**src/rtl/sar_scan_ctrl_if.sv**
```systemverilog
// ----------------------------------------------------------------------------
// sar_scan_ctrl_if
//   Bundles every non-clock signal of the SAR conversion scheduler:
//   the channel request/ack lines, the ADC core control/result lines and the
//   tagged result valid/ready stream.
//
//   Ports (signals):
//     req[N_CH]      client -> ctrl  per-channel conversion request (level)
//     ack[N_CH]      ctrl -> client  one-cycle pulse when a result is accepted
//     adc_start      ctrl -> core    one-cycle conversion start pulse
//     adc_ch[CW]     ctrl -> core    analog mux select
//     adc_done       core -> ctrl    conversion complete (level)
//     adc_data[DW]   core -> ctrl    conversion result
//     res_valid      ctrl -> sink    result available
//     res_ready      sink -> ctrl    result accepted
//     res_data[DW]   ctrl -> sink    result value (0 on timeout)
//     res_ch[CW]     ctrl -> sink    channel tag of the result
//     res_err        ctrl -> sink    1 = timeout abort
//     busy           ctrl -> any     scheduler not idle
//
//   Modports:
//     master : the scheduler itself
//     slave  : the surrounding clients, ADC core and result sink
// ----------------------------------------------------------------------------
interface sar_scan_ctrl_if #(
  parameter int N_CH = 4,
  parameter int DW   = 12
);
  localparam int CW = $clog2(N_CH);

  logic [N_CH-1:0] req;
  logic [N_CH-1:0] ack;
  logic            adc_start;
  logic [CW-1:0]   adc_ch;
  logic            adc_done;
  logic [DW-1:0]   adc_data;
  logic            res_valid;
  logic            res_ready;
  logic [DW-1:0]   res_data;
  logic [CW-1:0]   res_ch;
  logic            res_err;
  logic            busy;

  modport master (
    input  req, adc_done, adc_data, res_ready,
    output ack, adc_start, adc_ch, res_valid, res_data, res_ch, res_err, busy
  );

  modport slave (
    output req, adc_done, adc_data, res_ready,
    input  ack, adc_start, adc_ch, res_valid, res_data, res_ch, res_err, busy
  );
endinterface

```
**src/rtl/sar_scan_ctrl.sv**
```systemverilog
// ----------------------------------------------------------------------------
// sar_scan_ctrl
//   Shares one SAR ADC core between N_CH requesting channels. Pending
//   requests are granted round-robin; each grant pulses the core start,
//   drives the mux select, waits for done (with a timeout) and hands back a
//   channel-tagged result over a valid/ready stream.
//
//   Ports:
//     clk    system clock, rising edge
//     rst_n  asynchronous active-low reset
//     bus    sar_scan_ctrl_if.master (req/ack, adc_*, res_*, busy)
//
//   Optional feature macro: SAR_SCAN_AVG_EN
//     When defined, each grant runs 2^AVG_LOG2 conversions on the same
//     channel and returns the truncated mean. When undefined, one conversion
//     per grant and no accumulator exists.
// ----------------------------------------------------------------------------
module sar_scan_ctrl #(
  parameter int N_CH     = 4,
  parameter int DW       = 12,
  parameter int TMO_CYC  = 64,
  parameter int AVG_LOG2 = 2
) (
  input  logic            clk,
  input  logic            rst_n,
  sar_scan_ctrl_if.master bus
);
  localparam int CW = $clog2(N_CH);
  localparam int TW = $clog2(TMO_CYC);

  // Elaboration-time guards on the parameter ranges the logic relies on.
  if (N_CH < 2 || N_CH > 16) begin : g_badNch
    $error("sar_scan_ctrl: N_CH must be 2..16");
  end
  if (TMO_CYC < DW + 2) begin : g_badTmo
    $error("sar_scan_ctrl: TMO_CYC must be >= DW+2");
  end
  if (AVG_LOG2 < 0 || AVG_LOG2 > 8) begin : g_badAvg
    $error("sar_scan_ctrl: AVG_LOG2 must be 0..8");
  end

  typedef enum logic [1:0] {IDLE, START, WAIT, OUT} state_t;

  state_t          r_state;
  state_t          w_nextState;
  logic [CW-1:0]   r_adcCh;
  logic [CW-1:0]   r_rrPtr;
  logic [TW-1:0]   r_tmoCnt;
  logic [DW-1:0]   r_resData;
  logic            r_resErr;
  logic [CW-1:0]   w_grant;
  logic            w_grantValid;
  logic [CW-1:0]   w_rrNext;
  logic            w_tmoHit;

`ifdef SAR_SCAN_AVG_EN
  localparam int PW = (AVG_LOG2 > 0) ? AVG_LOG2 : 1;
  localparam int AW = DW + AVG_LOG2;

  logic [PW-1:0]   r_pass;
  logic [AW-1:0]   r_acc;
  logic [AW-1:0]   w_accSum;
  logic            w_lastPass;

  assign w_accSum   = r_acc + AW'(bus.adc_data);
  assign w_lastPass = (r_pass == PW'((1 << AVG_LOG2) - 1));
`endif

  assign w_tmoHit = (r_tmoCnt == TW'(TMO_CYC - 1));
  assign w_rrNext = (r_adcCh == CW'(N_CH - 1)) ? '0 : r_adcCh + 1'b1;

  // Round-robin search: first set request at or above the pointer, wrapping.
  always_comb begin
    w_grantValid = 1'b0;
    w_grant      = r_rrPtr;
    for (int i = 0; i < N_CH; i++) begin
      if (!w_grantValid && bus.req[CW'((int'(r_rrPtr) + i) % N_CH)]) begin
        w_grantValid = 1'b1;
        w_grant      = CW'((int'(r_rrPtr) + i) % N_CH);
      end
    end
  end

  always_ff @(posedge clk or negedge rst_n) begin
    if (!rst_n) r_state <= IDLE;
    else        r_state <= w_nextState;
  end

  // Next-state and state-decoded outputs. adc_done beats the timeout when
  // both occur in the same WAIT cycle.
  always_comb begin
    w_nextState   = r_state;
    bus.ack       = '0;
    bus.adc_start = 1'b0;
    bus.res_valid = 1'b0;
    bus.busy      = (r_state != IDLE);
    case (r_state)
      IDLE: begin
        if (w_grantValid) w_nextState = START;
      end
      START: begin
        bus.adc_start = 1'b1;
        w_nextState   = WAIT;
      end
      WAIT: begin
        if (bus.adc_done) begin
`ifdef SAR_SCAN_AVG_EN
          w_nextState = w_lastPass ? OUT : START;
`else
          w_nextState = OUT;
`endif
        end else if (w_tmoHit) begin
          w_nextState = OUT;
        end
      end
      OUT: begin
        bus.res_valid = 1'b1;
        if (bus.res_ready) begin
          bus.ack     = N_CH'(1) << r_adcCh;
          w_nextState = IDLE;
        end
      end
      default: w_nextState = IDLE;
    endcase
  end

  // Datapath: grant latch, timeout counter, result capture, pointer advance.
  always_ff @(posedge clk or negedge rst_n) begin
    if (!rst_n) begin
      r_adcCh   <= '0;
      r_rrPtr   <= '0;
      r_tmoCnt  <= '0;
      r_resData <= '0;
      r_resErr  <= 1'b0;
`ifdef SAR_SCAN_AVG_EN
      r_pass    <= '0;
      r_acc     <= '0;
`endif
    end else begin
      case (r_state)
        IDLE: begin
          if (w_grantValid) begin
            r_adcCh <= w_grant;
`ifdef SAR_SCAN_AVG_EN
            r_pass  <= '0;
            r_acc   <= '0;
`endif
          end
        end
        START: r_tmoCnt <= '0;
        WAIT: begin
          r_tmoCnt <= r_tmoCnt + 1'b1;
          if (bus.adc_done) begin
`ifdef SAR_SCAN_AVG_EN
            r_acc <= w_accSum;
            if (w_lastPass) begin
              r_resData <= DW'(w_accSum >> AVG_LOG2);
              r_resErr  <= 1'b0;
            end else begin
              r_pass <= r_pass + 1'b1;
            end
`else
            r_resData <= bus.adc_data;
            r_resErr  <= 1'b0;
`endif
          end else if (w_tmoHit) begin
            r_resData <= '0;
            r_resErr  <= 1'b1;
          end
        end
        OUT: begin
          if (bus.res_ready) r_rrPtr <= w_rrNext;
        end
        default: ;
      endcase
    end
  end

  assign bus.adc_ch   = r_adcCh;
  assign bus.res_ch   = r_adcCh;
  assign bus.res_data = r_resData;
  assign bus.res_err  = r_resErr;

endmodule

```
**src/flat_wrapper.sv**
```systemverilog
// flat-port wrapper written by rule: the top's interface ports become plain ports
module sar_scan_ctrl_flat 
#(
  parameter int N_CH     = 4,
  parameter int DW       = 12,
  parameter int TMO_CYC  = 64,
  parameter int AVG_LOG2 = 2
)
  (clk, rst_n, bus_req, bus_adc_done, bus_adc_data, bus_res_ready, bus_ack, bus_adc_start, bus_adc_ch, bus_res_valid, bus_res_data, bus_res_ch, bus_res_err, bus_busy);
  sar_scan_ctrl_if #(.N_CH(N_CH), .DW(DW)) bus_i ();
  input  logic clk;
  input  logic rst_n;
  input wire logic [$bits(bus_i.req)-1:0] bus_req;
  input wire logic [$bits(bus_i.adc_done)-1:0] bus_adc_done;
  input wire logic [$bits(bus_i.adc_data)-1:0] bus_adc_data;
  input wire logic [$bits(bus_i.res_ready)-1:0] bus_res_ready;
  output wire logic [$bits(bus_i.ack)-1:0] bus_ack;
  output wire logic [$bits(bus_i.adc_start)-1:0] bus_adc_start;
  output wire logic [$bits(bus_i.adc_ch)-1:0] bus_adc_ch;
  output wire logic [$bits(bus_i.res_valid)-1:0] bus_res_valid;
  output wire logic [$bits(bus_i.res_data)-1:0] bus_res_data;
  output wire logic [$bits(bus_i.res_ch)-1:0] bus_res_ch;
  output wire logic [$bits(bus_i.res_err)-1:0] bus_res_err;
  output wire logic [$bits(bus_i.busy)-1:0] bus_busy;
  assign bus_i.req = bus_req;
  assign bus_i.adc_done = bus_adc_done;
  assign bus_i.adc_data = bus_adc_data;
  assign bus_i.res_ready = bus_res_ready;
  assign bus_ack = bus_i.ack;
  assign bus_adc_start = bus_i.adc_start;
  assign bus_adc_ch = bus_i.adc_ch;
  assign bus_res_valid = bus_i.res_valid;
  assign bus_res_data = bus_i.res_data;
  assign bus_res_ch = bus_i.res_ch;
  assign bus_res_err = bus_i.res_err;
  assign bus_busy = bus_i.busy;
  sar_scan_ctrl #(.N_CH(N_CH), .DW(DW), .TMO_CYC(TMO_CYC), .AVG_LOG2(AVG_LOG2)) u_core (.clk(clk), .rst_n(rst_n), .bus(bus_i));
endmodule
```
**config.mk**
```make
export PLATFORM = sky130hd
export DESIGN_NAME = sar_scan_ctrl_flat
export DESIGN_NICKNAME = d
export VERILOG_FILES = /design/src/rtl/sar_scan_ctrl_if.sv /design/src/rtl/sar_scan_ctrl.sv /design/src/flat_wrapper.sv
export SDC_FILE = /design/constraint.sdc
export NUM_CORES = 1
export LEC_CHECK = 0
export ABC_AREA = 1
export CAP_MARGIN = 30
export CORE_ASPECT_RATIO = 2
export CORE_MARGIN = 5
export CORE_UTILIZATION = 48
export CTS_CLUSTER_SIZE = 28
export DETAILED_ROUTE_END_ITERATION = 8
export MAX_ROUTING_LAYER = met4
export PLACE_DENSITY = 0.76
export SYNTH_ARGS = -nofsm -noshare
export SYNTH_HDL_FRONTEND = slang
export SYNTH_SLANG_ARGS = --single-unit
```
**constraint.sdc**
```tcl
create_clock -name clk -period 1.91 [get_ports clk]
set_clock_uncertainty 0.15 [all_clocks]
set_input_delay 0.382 -clock clk [delete_from_list [all_inputs] [get_ports clk]]
set_output_delay 0.382 -clock clk [all_outputs]
set_load 0.01 [all_outputs]
```
==> impl_metrics.py, run 1 <==
metrics = {
    "floorplanning": {
        "initial_core_util_pct": 49.8,
        "die_h_um": 91.0,
        "die_area_mm2": 0.00459,
        "io_pins": 44,
        "core_area_mm2": 0.00316,
        "die_w_um": 50.5,
        "num_rows": 29,
    },
    "clock_network": {
        "post-cts-setup-buffers": 0,
        "clk_latency_ns": 0.27,
        "clkTransAtPathRegs_ns": 0.09,
        "clockRootBuffer": "clkbuf_8",
        "cts_buffer_depth": 2,
        "cts_buffers": 3,
        "cts_tree": "yes",
        "cts_sinks": 25,
        "cts_hold_buf": 0,
        "htreeDepth": 1,
    },
    "synth": {
        "avgSynthCellArea_um2": 8.07,
        "synthCells": 195,
        "yosys_warnings": 0,
        "ys_types": 25,
        "ys_ff_latch": 25,
        "synthesis.area_mm2": 0.00157,
        "ys_seq_area_share_pct": 39.8,
        "synth_nets": 224,
    },
    "route": {
        "drc_errors": 0,
        "routed_via_density": 5.17,
        "dr_total_vias": 1423,
        "wirelength_mm": 3.89,
        "wire_per_inst_um": 14.2,
        "drtAntennaViolNets": 0,
        "drtPass1Iterations": 4,
        "drtIter0Drc": 44,
    },
    "grt": {
        "grt_pass1_wl_mm": 6.38,
        "grt_max_degree": 26,
        "overflow": 0,
        "grt_use_total_pct": 18.1,
        "grt_pass1_vias": 1414,
        "antenna_found_initial": 0,
    },
    "sta": {
        "fin_crit_sh_pct": 97.9,
        "fin_tns_setup_ns": 0,
        "fmax_mhz": 535,
        "hold_violations": 0,
        "tightestPinTransition_ns": 0.403,
        "setup_viol": 0,
        "whs_ns": 0.318,
        "min_period_ns": 1.87,
        "slew_headroom_pct": 73.1,
        "slew_viol_final": 0,
        "setup_slack_ns": 0.0406,
        "rsz0062_at_grt": "no",
    },
    "power": {
        "p_leak_nw": 1.11,
        "vdd_drop_max_uv": 1000,
        "p_total_mw": 3.39,
        "power-per-cell-area_mw_per_mm2": 1610,
    },
    "cells_and_area": {
        "final_common_cell": "nand2_1",
        "final_cell_mix": "nand2_1, clkdlybuf4s50_1, dfrtp_1, inv_1, nand3_1",
        "regArea_um2": 626,
        "drive_gt1_share_pct": 18.0,
        "antenna_cells": 0,
        "final_cells": 275,
        "multi_input_area_um2": 807,
        "nFillCells": 269,
        "final_nets": 274,
        "syn_to_final_growth_pct": 34.1,
    },
    "placement": {
        "dp.cells": 271,
        "gp_congestion": 0.813,
        "io_buffer_count": 43,
        "hpwl_mm": 3.16,
        "dp_slack_ns": -0.281,
    },
    "critical_path": {
        "worstSetupPathType": "flip-flop to primary output",
        "arrival_ns": 1.34,
        "cp.required_ns": 1.38,
        "endpoint_kind": "primary output",
        "critPathMaxFanout": 4,
        "start_kind": "flip-flop",
        "reg2regPathDepth": 11,
    },
    "outcome": {
        "outcome": "completed",
    },
    "worst_hold_path": {
        "hold_class": "primary input to async pin",
    },
    "job": {
        "maxCapViolations": 0,
    },
}
==> final timing paths <==
path,start,to,slack [ns]
worst max register to register,u_core.r_rrPtr[0]$_DFFE_PN0P_,u_core.bus.adc_ch[1]$_DFFE_PN0P_,0.12
min in group clk,u_core.bus.res_data[3]$_DFFE_PN0P_,u_core.bus.res_data[3]$_DFFE_PN0P_,0.36
max in group asynchronous,rst_n,u_core.r_rrPtr[0]$_DFFE_PN0P_,1.04
worst min register to register,u_core.bus.res_data[3]$_DFFE_PN0P_,u_core.bus.res_data[3]$_DFFE_PN0P_,0.36
worst min-delay path,rst_n,u_core.r_tmoCnt[5]$_DFFE_PN0P_,0.32
worst max-delay path,u_core.bus.adc_ch[1]$_DFFE_PN0P_,bus_adc_ch[1],0.04
==> what timing repair did <==
item                                   in CTS  in global routing
setup endpoints to repair                   7                 22
pin swaps                                   0                  1
gates resized for setup                     9                 13
gates cloned                                0                  0
endpoints found under the hold margin       0                  0
==> kinds of logic (layout without fill, tap and decap cells) <==
family	count (synthesis)	after routing	synth area share, %
buffers and inverters	34	83	9.86
AO/OA/AOI/OAI	23	23	10.7
flip-flops	25	25	39.8
AND/OR/NAND/NOR	104	104	32.5
adder cells (fa/ha/maj)	9	9	7.16
==> stage by stage <==
| step | instance area (µm²) | util [%] |
|---|---|---|
| 2_1_floorplan | 1570 | - |
| 3_3_place_gp | 2060 | 65.1 |
| 3_5_place_dp | 2060 | 65.1 |
| 4_1_cts | 2100 | 66.5 |
| 5_1_grt | 2110 | 66.8 |
| 6_report | 2110 | 66.8 |
==> layout make-up <==
type,instances,share of cell area [%]
clock buffers,3,1.96
clock inverters,1,0.356
inverters,27,4.80
multi-input cells,136,38.3
flip-flops and latches,25,29.7
well taps,31,1.84
repair buffers,52,23.1
==> synthesized netlist by cell type <==
cell type	instances	share of area (%)
buf_2	1	0.32
buf_4	3	1.4
nand3_2	2	1.3
clkbuf_1	1	0.24
nand4_2	1	0.80
inv_1	22	5.3
nand3_1	16	5.1
o22ai_1	1	0.40
nand2_4	3	2.1
a22oi_1	1	0.48
a21oi_1	8	2.5
nor3b_1	1	0.48
inv_2	5	1.2
nand2_1	51	12
dfrtp_1	25	40
o21ai_2	1	0.56
nor3_1	4	1.3
nor2_8	1	1.3
ha_1	9	7.2
a22o_1	12	6.7
buf_6	2	1.4
nor2_1	12	2.9
nor2_2	1	0.40
nand4_1	2	0.80
nand2_2	10	4.0
==> worst max-delay path, cell delays in order, from the launching register on <==
cell	delay (ns)
dfrtp_1	0.40
buf_4	0.14
clkdlybuf4s50_1	0.54
==> routing by layer <==
metal,global-route usage [%],wire (µm)
met1,17.3,1400
met2,34.8,2310
met3,2.30,148
met4,5.76,32
met5,-,0
==> sequential cells by signal, indices dropped and copies added, names as in the netlist <==
signal               flops
u_core.r_rrPtr           2
u_core.r_state           2
u_core.bus.adc_ch        2
u_core.bus.res_data     12
u_core.bus.res_err       1
u_core.r_tmoCnt          6
==> power by group <==
group	leakage, nW	switching, mW	internal [mW]
Combinational	0.777	1.16	0.967
Sequential	0.313	0.188	0.753
Clock	0.0217	0.169	0.148
Total	1.11	1.52	1.87
No activity file was read; power rests on OpenSTA's default activity.
==> run 2, diff against run 1 <==
--- a/config.mk
+++ b/config.mk
@@ -10,7 +10,7 @@
 export CORE_ASPECT_RATIO = 2
 export CORE_MARGIN = 5
 export CORE_UTILIZATION = 48
-export CTS_CLUSTER_SIZE = 28
+export CTS_CLUSTER_SIZE = 25
 export DETAILED_ROUTE_END_ITERATION = 8
 export MAX_ROUTING_LAYER = met4
 export PLACE_DENSITY = 0.76
==> results of run 2 <==
Final layout, timing and power as in run 1 (identical DEF).
